## src/rtl/rec_play_mem_ctrl.sv

```systemverilog
// Record/playback arbiter for a single shared sample memory: records RecData words, then replays them with optional looping.
// Latency: FSM reacts one cycle after a button pulse; MemWE/RecReady follow RecValid combinationally while recording.
// Backpressure: RecReady mirrors RecValid in RECORD only; writes offered in any other state are dropped.
module rec_play_mem_ctrl #(
  parameter int ADDR_W = 11,
  parameter int DATA_W = 12
) (
  input  logic              PCLK,
  input  logic              PBrst,
  input  logic              RecBtn,
  input  logic              PlayBtn,
  input  logic              StopBtn,
  input  logic              Loop,
  input  logic              RecValid,
  input  logic [DATA_W-1:0] RecData,
  input  logic [ADDR_W-1:0] PlayAddr,
  output logic [ADDR_W-1:0] MemAddr,
  output logic [DATA_W-1:0] MemWrData,
  output logic              MemWE,
  output logic              ReadEn,
  output logic              PlayRst,
  output logic              RecReady,
  output logic [ADDR_W-1:0] EndAddr,
  output logic              HasData,
  output logic              Full,
  output logic [1:0]        State
);

  typedef enum logic [1:0] {
    IDLE    = 2'd0,
    RECORD  = 2'd1,
    PLAYRST = 2'd2,
    PLAY    = 2'd3
  } state_t;

  localparam logic [ADDR_W-1:0] LAST_ADDR = '1;

  state_t            state, state_nxt;
  logic [ADDR_W-1:0] wr_ptr, prev_addr, end_addr;
  logic              has_data, full;
  logic              wr_acc, last_wr, end_of_rec;

  assign wr_acc  = (state == RECORD) && RecValid;
  assign last_wr = wr_acc && (wr_ptr == LAST_ADDR);
  // Compare against the previous address so a 0x7FF->0 wrap on a full recording is still seen.
  assign end_of_rec = (state == PLAY) && (prev_addr == end_addr) && (PlayAddr != end_addr);

  always_ff @(posedge PCLK) begin
    if (PBrst) state <= IDLE;
    else       state <= state_nxt;
  end

  always_comb begin
    state_nxt = state;
    case (state)
      IDLE: begin
        if (StopBtn)                 state_nxt = IDLE;
        else if (RecBtn)             state_nxt = RECORD;
        else if (PlayBtn && has_data) state_nxt = PLAYRST;
      end
      RECORD:  if (StopBtn || last_wr) state_nxt = IDLE;
      PLAYRST: state_nxt = StopBtn ? IDLE : PLAY;
      PLAY: begin
        if (StopBtn)         state_nxt = IDLE;
        else if (end_of_rec) state_nxt = Loop ? PLAYRST : IDLE;
      end
      default: state_nxt = IDLE;
    endcase
  end

  always_comb begin
    MemAddr   = '0;
    MemWrData = '0;
    MemWE     = 1'b0;
    RecReady  = 1'b0;
    ReadEn    = 1'b0;
    PlayRst   = 1'b0;
    case (state)
      RECORD: begin
        MemAddr   = wr_ptr;
        MemWrData = RecData;
        MemWE     = RecValid;
        RecReady  = RecValid;
      end
      PLAYRST: PlayRst = 1'b1;
      PLAY: begin
        ReadEn  = 1'b1;
        MemAddr = PlayAddr;
      end
      default: ;
    endcase
  end

  always_ff @(posedge PCLK) begin
    if (PBrst) begin
      wr_ptr    <= '0;
      prev_addr <= '0;
      end_addr  <= '0;
      has_data  <= 1'b0;
      full      <= 1'b0;
    end else begin
      prev_addr <= PlayAddr;
      if (state == IDLE && state_nxt == RECORD) begin
        wr_ptr   <= '0;
        has_data <= 1'b0;
        full     <= 1'b0;
      end
      if (state == RECORD) begin
        if (last_wr) begin
          full     <= 1'b1;
          has_data <= 1'b1;
          end_addr <= LAST_ADDR;
        end else begin
          if (wr_acc) wr_ptr <= wr_ptr + 1'b1;
          // A write landing with the stop pulse is the last word of the take.
          if (StopBtn) begin
            if (wr_acc) begin
              end_addr <= wr_ptr;
              has_data <= 1'b1;
            end else if (wr_ptr != '0) begin
              end_addr <= wr_ptr - 1'b1;
              has_data <= 1'b1;
            end else begin
              end_addr <= '0;
              has_data <= 1'b0;
            end
          end
        end
      end
    end
  end

  assign EndAddr = end_addr;
  assign HasData = has_data;
  assign Full    = full;
  assign State   = state;

endmodule

```

## config.mk

```make
export PLATFORM = sky130hd
export DESIGN_NAME = rec_play_mem_ctrl
export DESIGN_NICKNAME = d
export VERILOG_FILES = /design/src/rtl/rec_play_mem_ctrl.sv
export SDC_FILE = /design/constraint.sdc
export NUM_CORES = 1
export LEC_CHECK = 0
export CAP_MARGIN = 25
export CELL_PAD_IN_SITES_DETAIL_PLACEMENT = 1
export CELL_PAD_IN_SITES_GLOBAL_PLACEMENT = 1
export CORE_UTILIZATION = 34
export DETAILED_ROUTE_END_ITERATION = 8
export MAX_ROUTING_LAYER = met4
export PLACE_DENSITY = 0.79
export SYNTH_ARGS = -nofsm -noshare
export SYNTH_HDL_FRONTEND = slang
export SYNTH_SLANG_ARGS = --single-unit
```

## constraint.sdc

```tcl
create_clock -name PCLK -period 2.5 [get_ports PCLK]
set_clock_uncertainty 0.15 [all_clocks]
set_input_delay 0.25 -clock PCLK [delete_from_list [all_inputs] [get_ports PCLK]]
set_output_delay 0.25 -clock PCLK [all_outputs]
set_load 0.05 [all_outputs]
```

; ---- Word level (Yosys, flattened, before mapping)
; Index checks and enable logic that the tools add are counted.
[op_classes]
n_reduce_logical = 11
addsub = 2
n_eq_ne = 7
mux = 31
[op_table]
columns = operator, n
row1 = $mux 11, 8
row2 = $pmux 11 s2, 1
row3 = $mux 2, 8
row4 = $mux 1, 12
row5 = $mux 12, 1
row6 = $add 11x1->11 const B, 1
row7 = $eq 11x11->1, 1
row8 = $eq 11x11->1 const B, 1
row9 = $ne 11x11->1, 1
row10 = $reduce_bool 11->1, 1
row11 = $sub 11x1->11 const B, 1
row12 = $pmux 2 s4, 1
row13 = $logic_and 1x1->1, 6
row14 = $eq 2x1->1 const B, 2
row15 = $eq 2x2->1 const B, 2
row16 = $logic_not 2->1, 1
row17 = $reduce_and 2->1, 1
row18 = $reduce_bool 2->1, 1
row19 = $logic_or 1x1->1, 1
[word_totals]
word_cells = 57
reg_bits = 37
output_inout_bits = 42
input_bits = 30

; ---- Depth between registers and ports, before layout
[logic_depth]
depth_word = 12
ltp_mapped = 8
mapped_depth_nobuf = 7

; ---- Worst setup path after synthesis
; Ideal clock, no wire load.
[synth_path]
path_kind = reg2out
from = reg state[1] (netlist: State[1])
to = out MemAddr[0]
n_path_buf = 2
path_slack_ps = -51
stages_incl_launch_ff = 5
t_required_ps = 2100
arrival_ps = 2151
path_cell_list = dfxtp_1 -> buf_2 -> buf_1 -> mux2i_1 -> nor2b_1
[synth_between]
elab_chain_cells = 2
elab_cells_between_ends = 3
[synth_rtl]
columns = element, line_no
row1 = from (decl), 38  ; state_t state, state_nxt;
row2 = from (signal assigned), 50  ; else state <= state_nxt;
row3 = $eq 2x2->1 or $eq 2x1->1 (tied branches), 78  ; case (state)
row4 = $pmux 11 s2 *, 78
row5 = to (decl), 17  ; output logic [ADDR_W-1:0] MemAddr,
; Mark *: on every way between the ends. The rest lies on a longest branch, timed or not.

; ---- Final worst setup path
[layout_path]
from = reg wr_ptr[3]
to = reg end_addr[3] (netlist: EndAddr[3])
[layout_between]
elab_chain_cells = 5
elab_cells_between_ends = 10
[layout_rtl]
columns = element, line_no
row1 = from (decl), 39  ; logic [ADDR_W-1:0] wr_ptr, prev_addr, end_addr;
row2 = from (signal assigned), 114  ; if (wr_acc) wr_ptr <= wr_ptr + 1'b1;
row3 = $sub 11x1->11 or $reduce_bool 11->1 (tied branches), "121, 120"
row4 = $mux 11, 120  ; end else if (wr_ptr != '0) begin
row5 = $mux 11, 117  ; if (wr_acc) begin
row6 = $mux 11, 116  ; if (StopBtn) begin
row7 = $mux 11, 109  ; if (last_wr) begin
row8 = to (signal assigned), 118  ; end_addr <= wr_ptr;
row9 = to (signal assigned), 121  ; end_addr <= wr_ptr - 1'b1;
row10 = to (decl), 39
; Parallel ways exist; a longest one is shown, timed or not. The select of a mux whose other input is x is not followed.
; A chain may end at the register's enable or synchronous reset.

==> results_dict.tcl <==
set metrics [dict create \
    crit_path_end_kind "flop" \
    clkTransAtPathRegs_ns 0.08 \
    maxClockFrequency_ghz 0.430 \
    routed.top_layer "met4" \
    nets 383 \
    postCtsSetupBuffers 0 \
    wirelength_mm 7.69 \
    slew_violations 0 \
    period_needed_ns 2.33 \
    diodes 0 \
    place_congestion 0.825 \
    grt_max_degree 26 \
    grt_use_total 0.240 \
    final_common_cell "clkdlybuf4s50_1" \
    setup_ws_ns 0.172 \
    dr.pass1.iters 6 \
    synth.net_count 312 \
    synthTopCellsByArea "dfxtp_1 (32%), xnor2_1 (8.8%), nor2b_1 (7.4%), mux2i_1 (5.2%), nor3_1 (3.7%)" \
    final_cell_mix "clkdlybuf4s50_1 (43), dfxtp_1 (37), xnor2_1 (23)" \
    required_ns 2.57 \
    mappedNetlistArea_mm2 0.00230 \
    power.density_mw_per_mm2 452 \
    avgSynthCellArea_um2 8.20 \
    grt_pass1_wl_mm 12.8 \
    setup_viol 0 \
    coreArea_mm2 0.00642 \
    grt.overflow.total 0 \
    tightest_slew_ns 0.522 \
    n_fill_cell 732 \
    die-area_mm2 0.00709 \
    synth-warning-count 0 \
    cp.arrival_ns 2.39 \
    violations "design-rule violations" \
    hold_start "Full$_SDFF_PP0_" \
    final_hold_viol_count 0 \
    port_buffers 71 \
    cts.sinks 37 \
    ios 72 \
    routedWlPerCell_um 17.9 \
    via_per_inst 5.36 \
    yosysUniqueCellTypes 44 \
    row_count 29 \
    cts_made_buffers 5 \
    critPathLaunch "wr_ptr[3]$_SDFF_PP0_" \
    synth_ff_type "dfxtp_1" \
    start_kind "flop" \
    maxCapViolations 0 \
    die-width_um 84.2 \
    drtAntennaViolNets 0 \
    leakagePower_nw 1.29 \
    root_buffer "clkbuf_8" \
    wl_met2_mm 3.92 \
    post-dp-hpwl_mm 5.91 \
    r2r_start "wr_ptr[3]$_SDFF_PP0_" \
    cp_max_fo 9 \
    ys_async_sr_fraction 0 \
    ys_seq_elements 37 \
    place_worst_setup_slack_ns 0.186 \
    wl_met1_mm 3.33 \
    area_delta_synth_final_pct 50.7 \
    rsz0062_at_grt "no" \
    ctsHtreeMaxLevel 2 \
    die_y_um 84.2 \
    slew_headroom 0.649 \
    cts_hold_buf 0 \
    yosysTopAreaCellShare 0.322 \
    max-clock-path-buffers 2 \
    cts_resized 0 \
    ir_drop_uv 229 \
    drtIter0Drc 117 \
    outcome "complete, but fails checks" \
    setup_tns_ns 0 \
    antenna_found_initial 0 \
    yosysSeqAreaShare 0.322 \
    synth_edf_count 0 \
    vias 2301 \
    drive_gt1_frac 0.188 \
    grt_pass1_vias 2450 \
    yosysTopAreaCell "dfxtp_1" \
    critical_path_class "reg -> reg" \
    cts_tree "built" \
    dr_wl_met3_um 225 \
    drc 8 \
    start_util 0.358 \
    finalCritPeriodShare 0.931 \
    hp-class "reg -> reg" \
    clk_latency_ns 0.30 \
    netlist_instances 280 \
]
metrics by stage:
| step | instance area (um2) | hold WS (ns) | power [mW] | util | instances |
|---|---|---|---|---|---|
| floorplan | 2320 | 0.228 | 0.785 | - | 280 |
| global placement | 3320 | 0.305 | 0.915 | 0.518 | 421 |
| detailed placement | 3320 | 0.324 | 0.922 | 0.518 | 421 |
| CTS | 3460 | 0.347 | 1.57 | 0.539 | 429 |
| global route | 3460 | 0.390 | 1.63 | 0.539 | 429 |
| finish | 3460 | 0.337 | 1.57 | 0.539 | 429 |
power breakdown:
part,leakage [nW],total [mW],switching (mW),internal (mW)
clock network,0.0687,0.657,0.255,0.402
registers,0.302,0.623,0.0164,0.606
logic,0.916,0.287,0.147,0.140
kinds of logic after synthesis:
logic type      synth area share
buf+inv                   0.0507
fa+ha+maj                 0.0109
simple gates               0.344
flops                      0.322
xor+xnor                   0.103
compound gates             0.117
mux                       0.0523
critical path, cell delays in order, from the launching register on:
cell and delay [ns]:
dfxtp_1 0.56, nand3_2 0.25, or3_4 0.49, o31ai_4 0.36, buf_4 0.23, nor2_1 0.05
nor3_1 0.16
registers in the layout, summed over array words and instances, names as in the netlist:
register,cells
EndAddr,11
Full,1
HasData,1
State,2
prev_addr,11
wr_ptr,11
synthesized netlist by cell type (2+ instances only):
cell,instances
a21o_1,6
xor2_1,4
nor2_1,21
nor2b_1,27
buf_2,6
o21ai_0,9
or3_1,8
a211oi_1,6
dfxtp_1,37
inv_1,5
a21oi_1,9
xnor2_1,23
mux2i_1,12
nor3b_1,4
or3_4,4
nor3_1,17
a31oi_1,2
nand4b_1,2
and2_1,13
nand2_1,14
and3_1,2
nand3_1,5
nor4_1,6
nand4_1,6
clkbuf_1,12
ha_1,2
area by class of cell:
| cell class | instances | area, um2 | share of cell area |
|---|---|---|---|
| clock buffers | 5 | 68.8 | 0.0199 |
| clock inverters | 3 | 68.8 | 0.0199 |
| inverters | 5 | 18.8 | 0.00542 |
| multi-input cells | 217 | 1460 | 0.422 |
| flip-flops and latches | 37 | 741 | 0.214 |
| well taps | 77 | 96.3 | 0.0278 |
| repair buffers | 85 | 1010 | 0.291 |
per-layer routing:
layer	GRT usage	vias to the layer above
li1	-	1114
met1	0.281	1131
met2	0.410	41
met3	0.0315	15
met4	0.107	0
met5	-	-
final timing paths:
path / end / slack (ns) / cells past startpoint
max reg2reg: EndAddr[3]$_SDFFE_PP0P_ / 0.17 / 6
min: Full$_SDFF_PP0_ / 0.34 / 2
max: EndAddr[3]$_SDFFE_PP0P_ / 0.17 / 6
min reg2reg: Full$_SDFF_PP0_ / 0.34 / 2
No activity file was read; power rests on OpenSTA's default activity.
